File: config.mk
export PLATFORM = sky130hd
export DESIGN_NAME = tlb_miss_ctrl
export DESIGN_NICKNAME = d
export VERILOG_FILES = /design/src/rtl/tlb_miss_ctrl_pkg.sv /design/src/rtl/tlb_rr_arb.sv /design/src/rtl/tlb_miss_ctrl.sv
export SDC_FILE = /design/constraint.sdc
export NUM_CORES = 1
export LEC_CHECK = 0
export CORE_UTILIZATION = 30
export CTS_CLUSTER_SIZE = 12
export DETAILED_ROUTE_END_ITERATION = 6
export DONT_BUFFER_PORTS = 1
export GPL_TIMING_DRIVEN = 0
export SYNTH_ARGS = -nofsm -noshare
export SYNTH_HDL_FRONTEND = slang
export SYNTH_HIERARCHICAL = 1
export SYNTH_SLANG_ARGS = --single-unit
File: constraint.sdc
create_clock -name clk -period 13.3 [get_ports clk]
set_input_delay 2.66 -clock clk [delete_from_list [all_inputs] [get_ports clk]]
set_output_delay 2.66 -clock clk [all_outputs]
set_load 0.01 [all_outputs]
File: src/rtl/tlb_miss_ctrl_pkg.sv
// Shared constants and types for the TLB miss sequencer.
// Contents: geometry (ways, sets, index/way widths), page field widths,
// fault codes, FSM state encoding, and the request payload struct.
package tlb_miss_ctrl_pkg;

    localparam int unsigned NUM_WAYS       = 4;
    localparam int unsigned WAY_BITS       = $clog2(NUM_WAYS);
    localparam int unsigned SET_INDEX_BITS = 4;
    localparam int unsigned NUM_SETS       = 1 << SET_INDEX_BITS;
    localparam int unsigned VPN_BITS       = 20;
    localparam int unsigned PPN_BITS       = 20;

    localparam logic [1:0] FAULT_OK   = 2'b00;
    localparam logic [1:0] FAULT_PERM = 2'b01;
    localparam logic [1:0] FAULT_PAGE = 2'b10;

    typedef enum logic [2:0] {
        ST_IDLE      = 3'd0,
        ST_LOOKUP    = 3'd1,
        ST_WALK_REQ  = 3'd2,
        ST_WALK_WAIT = 3'd3,
        ST_FILL      = 3'd4,
        ST_RESP      = 3'd5
    } state_t;

    // Translation request as seen after arbitration.
    typedef struct packed {
        logic        id;
        logic        acc_type;
        logic [31:0] vaddr;
    } req_t;

    // Set index field of a virtual address.
    function automatic logic [SET_INDEX_BITS-1:0] set_of(input logic [31:0] va);
        return va[SET_INDEX_BITS+11:12];
    endfunction

endpackage

File: src/rtl/tlb_rr_arb.sv
// Two-input round-robin arbiter; the requester granted last loses a tie.
// Ports: clk, rst (async, active-high), valid[1:0] requests,
//        advance (grant is consumed this cycle), grant[1:0] one-hot grant.
module tlb_rr_arb (
    input  logic       clk,
    input  logic       rst,
    input  logic [1:0] valid,
    input  logic       advance,
    output logic [1:0] grant
);

    // Last granted requester; reset to 1 so req0 wins the first tie.
    logic last;

    always_comb begin
        grant = 2'b00;
        if (valid[0] && (!valid[1] || last)) begin
            grant[0] = 1'b1;
        end else if (valid[1]) begin
            grant[1] = 1'b1;
        end
    end

    always_ff @(posedge clk or posedge rst) begin
        if (rst) begin
            last <= 1'b1;
        end else if (advance && (grant != 2'b00)) begin
            last <= grant[1];
        end
    end

endmodule

File: src/rtl/tlb_miss_ctrl.sv
// TLB miss sequencer: arbitrates fetch/ld-st requests, drives one lookup at
// a time, runs the page walk and refill on a miss, then re-looks-up and
// returns {ppn, offset} with a fault code.
// Ports: req0_*/req1_* request ports (ready is combinational, IDLE only);
//        lk_* lookup address out / hit result in; walk_req_*/walk_resp_*
//        walker handshake; fill_* one-cycle TLB write; resp_* one-cycle
//        response pulse.
// Build option: TLB_PERF_CNT_EN adds hit_cnt / miss_cnt outputs.
module tlb_miss_ctrl
    import tlb_miss_ctrl_pkg::*;
(
    input  logic                      clk,
    input  logic                      rst,
    input  logic                      req0_valid,
    input  logic [31:0]               req0_vaddr,
    input  logic                      req0_type,
    output logic                      req0_ready,
    input  logic                      req1_valid,
    input  logic [31:0]               req1_vaddr,
    input  logic                      req1_type,
    output logic                      req1_ready,
    output logic [31:0]               lk_vaddr,
    output logic                      lk_access_type,
    input  logic                      lk_hit,
    input  logic [PPN_BITS-1:0]       lk_ppn,
    input  logic                      lk_perm_fault,
    output logic                      walk_req_valid,
    output logic [VPN_BITS-1:0]       walk_req_vpn,
    input  logic                      walk_req_ready,
    input  logic                      walk_resp_valid,
    input  logic [PPN_BITS-1:0]       walk_resp_ppn,
    input  logic [1:0]                walk_resp_perms,
    input  logic                      walk_resp_fault,
    output logic                      fill_en,
    output logic [SET_INDEX_BITS-1:0] fill_set,
    output logic [WAY_BITS-1:0]       fill_way,
    output logic [VPN_BITS-1:0]       fill_vpn,
    output logic [PPN_BITS-1:0]       fill_ppn,
    output logic [1:0]                fill_perms,
    output logic                      resp_valid,
    output logic                      resp_id,
    output logic [31:0]               resp_paddr,
    output logic [1:0]                resp_fault
`ifdef TLB_PERF_CNT_EN
    ,
    output logic [31:0]               hit_cnt,
    output logic [31:0]               miss_cnt
`endif
);

    state_t                              state;
    logic [1:0]                          grant;
    req_t                                req_sel;
    logic                                req_id_q;
    logic                                relookup_q;
    logic [NUM_SETS-1:0][WAY_BITS-1:0]   victim_ptr;
    logic [SET_INDEX_BITS-1:0]           cur_set;

    tlb_rr_arb u_arb (
        .clk     (clk),
        .rst     (rst),
        .valid   ({req1_valid, req0_valid}),
        .advance (state == ST_IDLE),
        .grant   (grant)
    );

    assign req0_ready = (state == ST_IDLE) && grant[0];
    assign req1_ready = (state == ST_IDLE) && grant[1];
    assign cur_set    = set_of(lk_vaddr);

    // Payload of the granted requester.
    always_comb begin
        req_sel          = '0;
        req_sel.id       = grant[1];
        req_sel.acc_type = grant[1] ? req1_type  : req0_type;
        req_sel.vaddr    = grant[1] ? req1_vaddr : req0_vaddr;
    end

    // Sequencer; lk_vaddr doubles as the registered request address.
    always_ff @(posedge clk or posedge rst) begin
        if (rst) begin
            state          <= ST_IDLE;
            req_id_q       <= 1'b0;
            relookup_q     <= 1'b0;
            victim_ptr     <= '0;
            lk_vaddr       <= '0;
            lk_access_type <= 1'b0;
            walk_req_valid <= 1'b0;
            walk_req_vpn   <= '0;
            fill_en        <= 1'b0;
            fill_set       <= '0;
            fill_way       <= '0;
            fill_vpn       <= '0;
            fill_ppn       <= '0;
            fill_perms     <= '0;
            resp_valid     <= 1'b0;
            resp_id        <= 1'b0;
            resp_paddr     <= '0;
            resp_fault     <= FAULT_OK;
`ifdef TLB_PERF_CNT_EN
            hit_cnt        <= '0;
            miss_cnt       <= '0;
`endif
        end else begin
            fill_en    <= 1'b0;
            resp_valid <= 1'b0;
            resp_id    <= 1'b0;
            resp_paddr <= '0;
            resp_fault <= FAULT_OK;
            case (state)
                ST_IDLE: begin
                    if (grant != 2'b00) begin
                        req_id_q       <= req_sel.id;
                        lk_vaddr       <= req_sel.vaddr;
                        lk_access_type <= req_sel.acc_type;
                        relookup_q     <= 1'b0;
                        state          <= ST_LOOKUP;
                    end
                end
                ST_LOOKUP: begin
                    if (lk_hit) begin
                        resp_valid <= 1'b1;
                        resp_id    <= req_id_q;
                        resp_paddr <= {lk_ppn, lk_vaddr[11:0]};
                        resp_fault <= lk_perm_fault ? FAULT_PERM : FAULT_OK;
                        state      <= ST_RESP;
`ifdef TLB_PERF_CNT_EN
                        if (!relookup_q) begin
                            hit_cnt <= hit_cnt + 32'd1;
                        end
`endif
                    end else begin
                        walk_req_valid <= 1'b1;
                        walk_req_vpn   <= lk_vaddr[31:12];
                        state          <= ST_WALK_REQ;
`ifdef TLB_PERF_CNT_EN
                        miss_cnt       <= miss_cnt + 32'd1;
`endif
                    end
                end
                ST_WALK_REQ: begin
                    if (walk_req_ready) begin
                        walk_req_valid <= 1'b0;
                        walk_req_vpn   <= '0;
                        state          <= ST_WALK_WAIT;
                    end
                end
                ST_WALK_WAIT: begin
                    if (walk_resp_valid) begin
                        if (walk_resp_fault) begin
                            resp_valid <= 1'b1;
                            resp_id    <= req_id_q;
                            resp_paddr <= '0;
                            resp_fault <= FAULT_PAGE;
                            state      <= ST_RESP;
                        end else begin
                            fill_en    <= 1'b1;
                            fill_set   <= cur_set;
                            fill_way   <= victim_ptr[cur_set];
                            fill_vpn   <= lk_vaddr[31:12];
                            fill_ppn   <= walk_resp_ppn;
                            fill_perms <= walk_resp_perms;
                            state      <= ST_FILL;
                        end
                    end
                end
                ST_FILL: begin
                    // Two-bit pointer wraps 3 -> 0 naturally.
                    victim_ptr[fill_set] <= victim_ptr[fill_set] + WAY_BITS'(1);
                    relookup_q           <= 1'b1;
                    state                <= ST_LOOKUP;
                end
                ST_RESP: begin
                    lk_vaddr       <= '0;
                    lk_access_type <= 1'b0;
                    state          <= ST_IDLE;
                end
                default: state <= ST_IDLE;
            endcase
        end
    end

endmodule

==> metrics.yaml <==
rsz0062_at_grt: "false"
synthArstFlopShare_pct: 100
cts_setup_buffers: 0
fin_nets: 651
ys_ff_latch: 172
slew_headroom_pct: 21.5
vias: 4304
slowest_delay_ns: 0.27
synth_flop_cell: "dfrtp_1"
status: "complete, no violations"
drt_wl_total_um: 18500
start_util_pct: 30.7
clockBufferDepth: 2
clk-insertion-delay-late_ns: 0.44
portBuffers: 0
finalHoldViolCount: 0
drc_errors: 0
synth-edff-count: 0
crit_family: "simple AND/OR/NAND/NOR gates"
coreArea_um2: 23500
synth_top_family_by_area: "multiplexers"
cts_max_level: 4
final_area_um2: 8240
dr.pass1.iters: 4
grt-ovfl-total: 0
synth_area_per_cell_um2: 14.1
slowest_stage: "and2_1"
worstPathCellList: "a21boi_0, buf_2, and2_1"
p_leak_nw: 3.70
cts_resized: 0
grt_pass1_vias: 4690
grt_max_degree: 115
yosysSeqAreaShare_pct: 59.5
hold_path.class: "reg2reg"
synth_most_common_cell: "dfrtp_1"
tns_ns: 0
cts_tree: "yes"
rows: 56
area_growth_pct: 13.9
gp_congestion: 0.765
fmax_ghz: 0.167
max-cap-violations: 0
clk_pin_slew_worst_paths_ns: 0.07
syn_nets: 631
first_iter_violations: 162
synth-xor-area-share_pct: 0.484
cts_root_buf: "clkbuf_16"
vias_per_cell: 4.98
regArea_um2: 4310
worstPathBufferInverterCount: 1
clock_skew_ns: 0.0173
antenna_cells: 0
numClockSinks: 172
p_per_area_nw_per_um2: 234
drt.antenna.violating_nets: 0
dp_hpwl_um: 13500
fill_cells: 2314
layout_min_cycle_time_ns: 5.99
irDropWorstVdd_v: 0.0000970
yosys.area.top_type_share_pct: 59.1
r2r_setup_slack_ns: 10.91
synth-compound-area-share_pct: 7.90
placed_area_um2: 7670
setup_viol_count_final: 0
grt.total_usage_pct: 15.4
synth-adder-area-share_pct: 0
synth.area.mux_share_pct: 22.5
arrival_ns: 3.33
critPathKind: "in2out"
ys_types: 32
maxSlewViolCount: 0
cp.required_ns: 10.64
wire_per_inst_um: 21.4
synth-simple-area-share_pct: 6.61
synthTopCellsByArea: "dfrtp_1 (59%), mux2_2 (12%), mux2i_1 (6.5%)"
die_w_um: 157
worstMarginPinSlew_ns: 1.18
ctsHoldBuffers: 0
timing.final.crit_share_pct: 45.1
syn_area_um2: 7230
synthTopCellsByCount: "dfrtp_1 (171), mux2_2 (79), mux2i_1 (47)"
critPathCaptureType: "primary output"
multi_input_area_um2: 2720
synth_cells: 514
numCtsBuffers: 17
pin_count: 258
drive_above_1_share_pct: 27.5
die_area_um2: 24700
yosys.area.top_type: "dfrtp_1"
die_h_um: 157
yosysWarnings: 6
start_kind: "primary input"
cp_max_fo: 10
grt_pass1_wl_um: 27800
antenna_found_initial: 0
worst paths after layout:
| path | cells past startpoint | endpoint | start |
|---|---|---|---|
| max | 3 | req1_ready | req1_valid |
| min | 1 | req_id_q | req_id_q |
| max reg2reg | 5 | lk_vaddr[12] | u_arb/last |
| min reg2reg | 1 | req_id_q | req_id_q |
| max in group asynchronous | 2 | fill_ppn[19] | rst |
| min in group asynchronous | 1 | walk_req_valid | rst |
cells in the final DEF (no fill, tap or decap), types with 2 or more instances in the layout:
cell / count
inv_6: 6
clkbuf_1: 18
a21oi_1: 2
mux2i_1: 47
nand3_1: 2
buf_2: 9
mux4_2: 12
nor2b_1: 2
clkinv_4: 2
a22o_1: 20
dfrtp_1: 171
buf_4: 10
mux2_2: 79
or2_2: 2
nor2_1: 11
nand2b_1: 5
inv_1: 6
nand2_1: 16
a21boi_0: 2
inv_8: 4
o2bb2ai_1: 33
o21ai_0: 5
clkinv_8: 2
a21o_1: 3
nor3_2: 2
clkbuf_16: 17
xnor2_1: 4
nor3_1: 8
and2_1: 35
or3_4: 2
logic make-up after synthesis:
| family | Yosys count |
|---|---|
| AOI/OAI and AO/OA | 70 |
| xor gates and xnor gates | 4 |
| buffers and inverters | 44 |
| DFF | 172 |
| muxes | 138 |
| and+or+nand+nor | 86 |
stage by stage:
step / power [mW] / hold slack [ns] / util [%] / cells / setup slack (ns)
after floorplan: 1.29 / 0.441 / - / 514 / 6.01
after global placement: 1.44 / 0.459 / 32.4 / 833 / 4.51
after detailed placement: 1.47 / 0.466 / 32.6 / 834 / 7.28
after CTS: 1.96 / 0.482 / 35.0 / 865 / 7.28
after global routing: 2.05 / 0.507 / 35.0 / 865 / 7.23
final: 1.93 / 0.481 / 35.0 / 865 / 7.31
final cells by class:
class                   instances  share of cell area, %
flip-flops and latches        172                   52.3
multi-input cells             298                   33.0
clock buffers                  17                   5.16
well taps                     319                   4.85
plain buffers                  37                   2.28
clock inverters                14                   1.75
inverters                       7                  0.410
repair buffers                  1                  0.334
report_power, final:
part | internal [mW] | switching (mW)
combinational | 0.244 | 0.268
clock | 0.249 | 0.233
sequential | 0.704 | 0.232
total | 1.20 | 0.733
layer usage:
layer  vias up  wire, um  GRT usage [%]
met3        18      1360           4.79
li1       1878         -              -
met2       176      9690           26.2
met4         0       252           5.46
met5         -         0              0
met1      2232      7250           18.4
state kept, by name, indices dropped and copies added (netlist names), 2 cells and up:
| register | count |
|---|---|
| fill_perms | 2 |
| fill_ppn | 20 |
| fill_set | 3 |
| fill_vpn | 17 |
| fill_way | 2 |
| lk_vaddr | 32 |
| resp_fault | 2 |
| resp_paddr | 32 |
| state | 3 |
| victim_ptr | 32 |
| walk_req_vpn | 20 |
(Power assumes the default switching activity.)
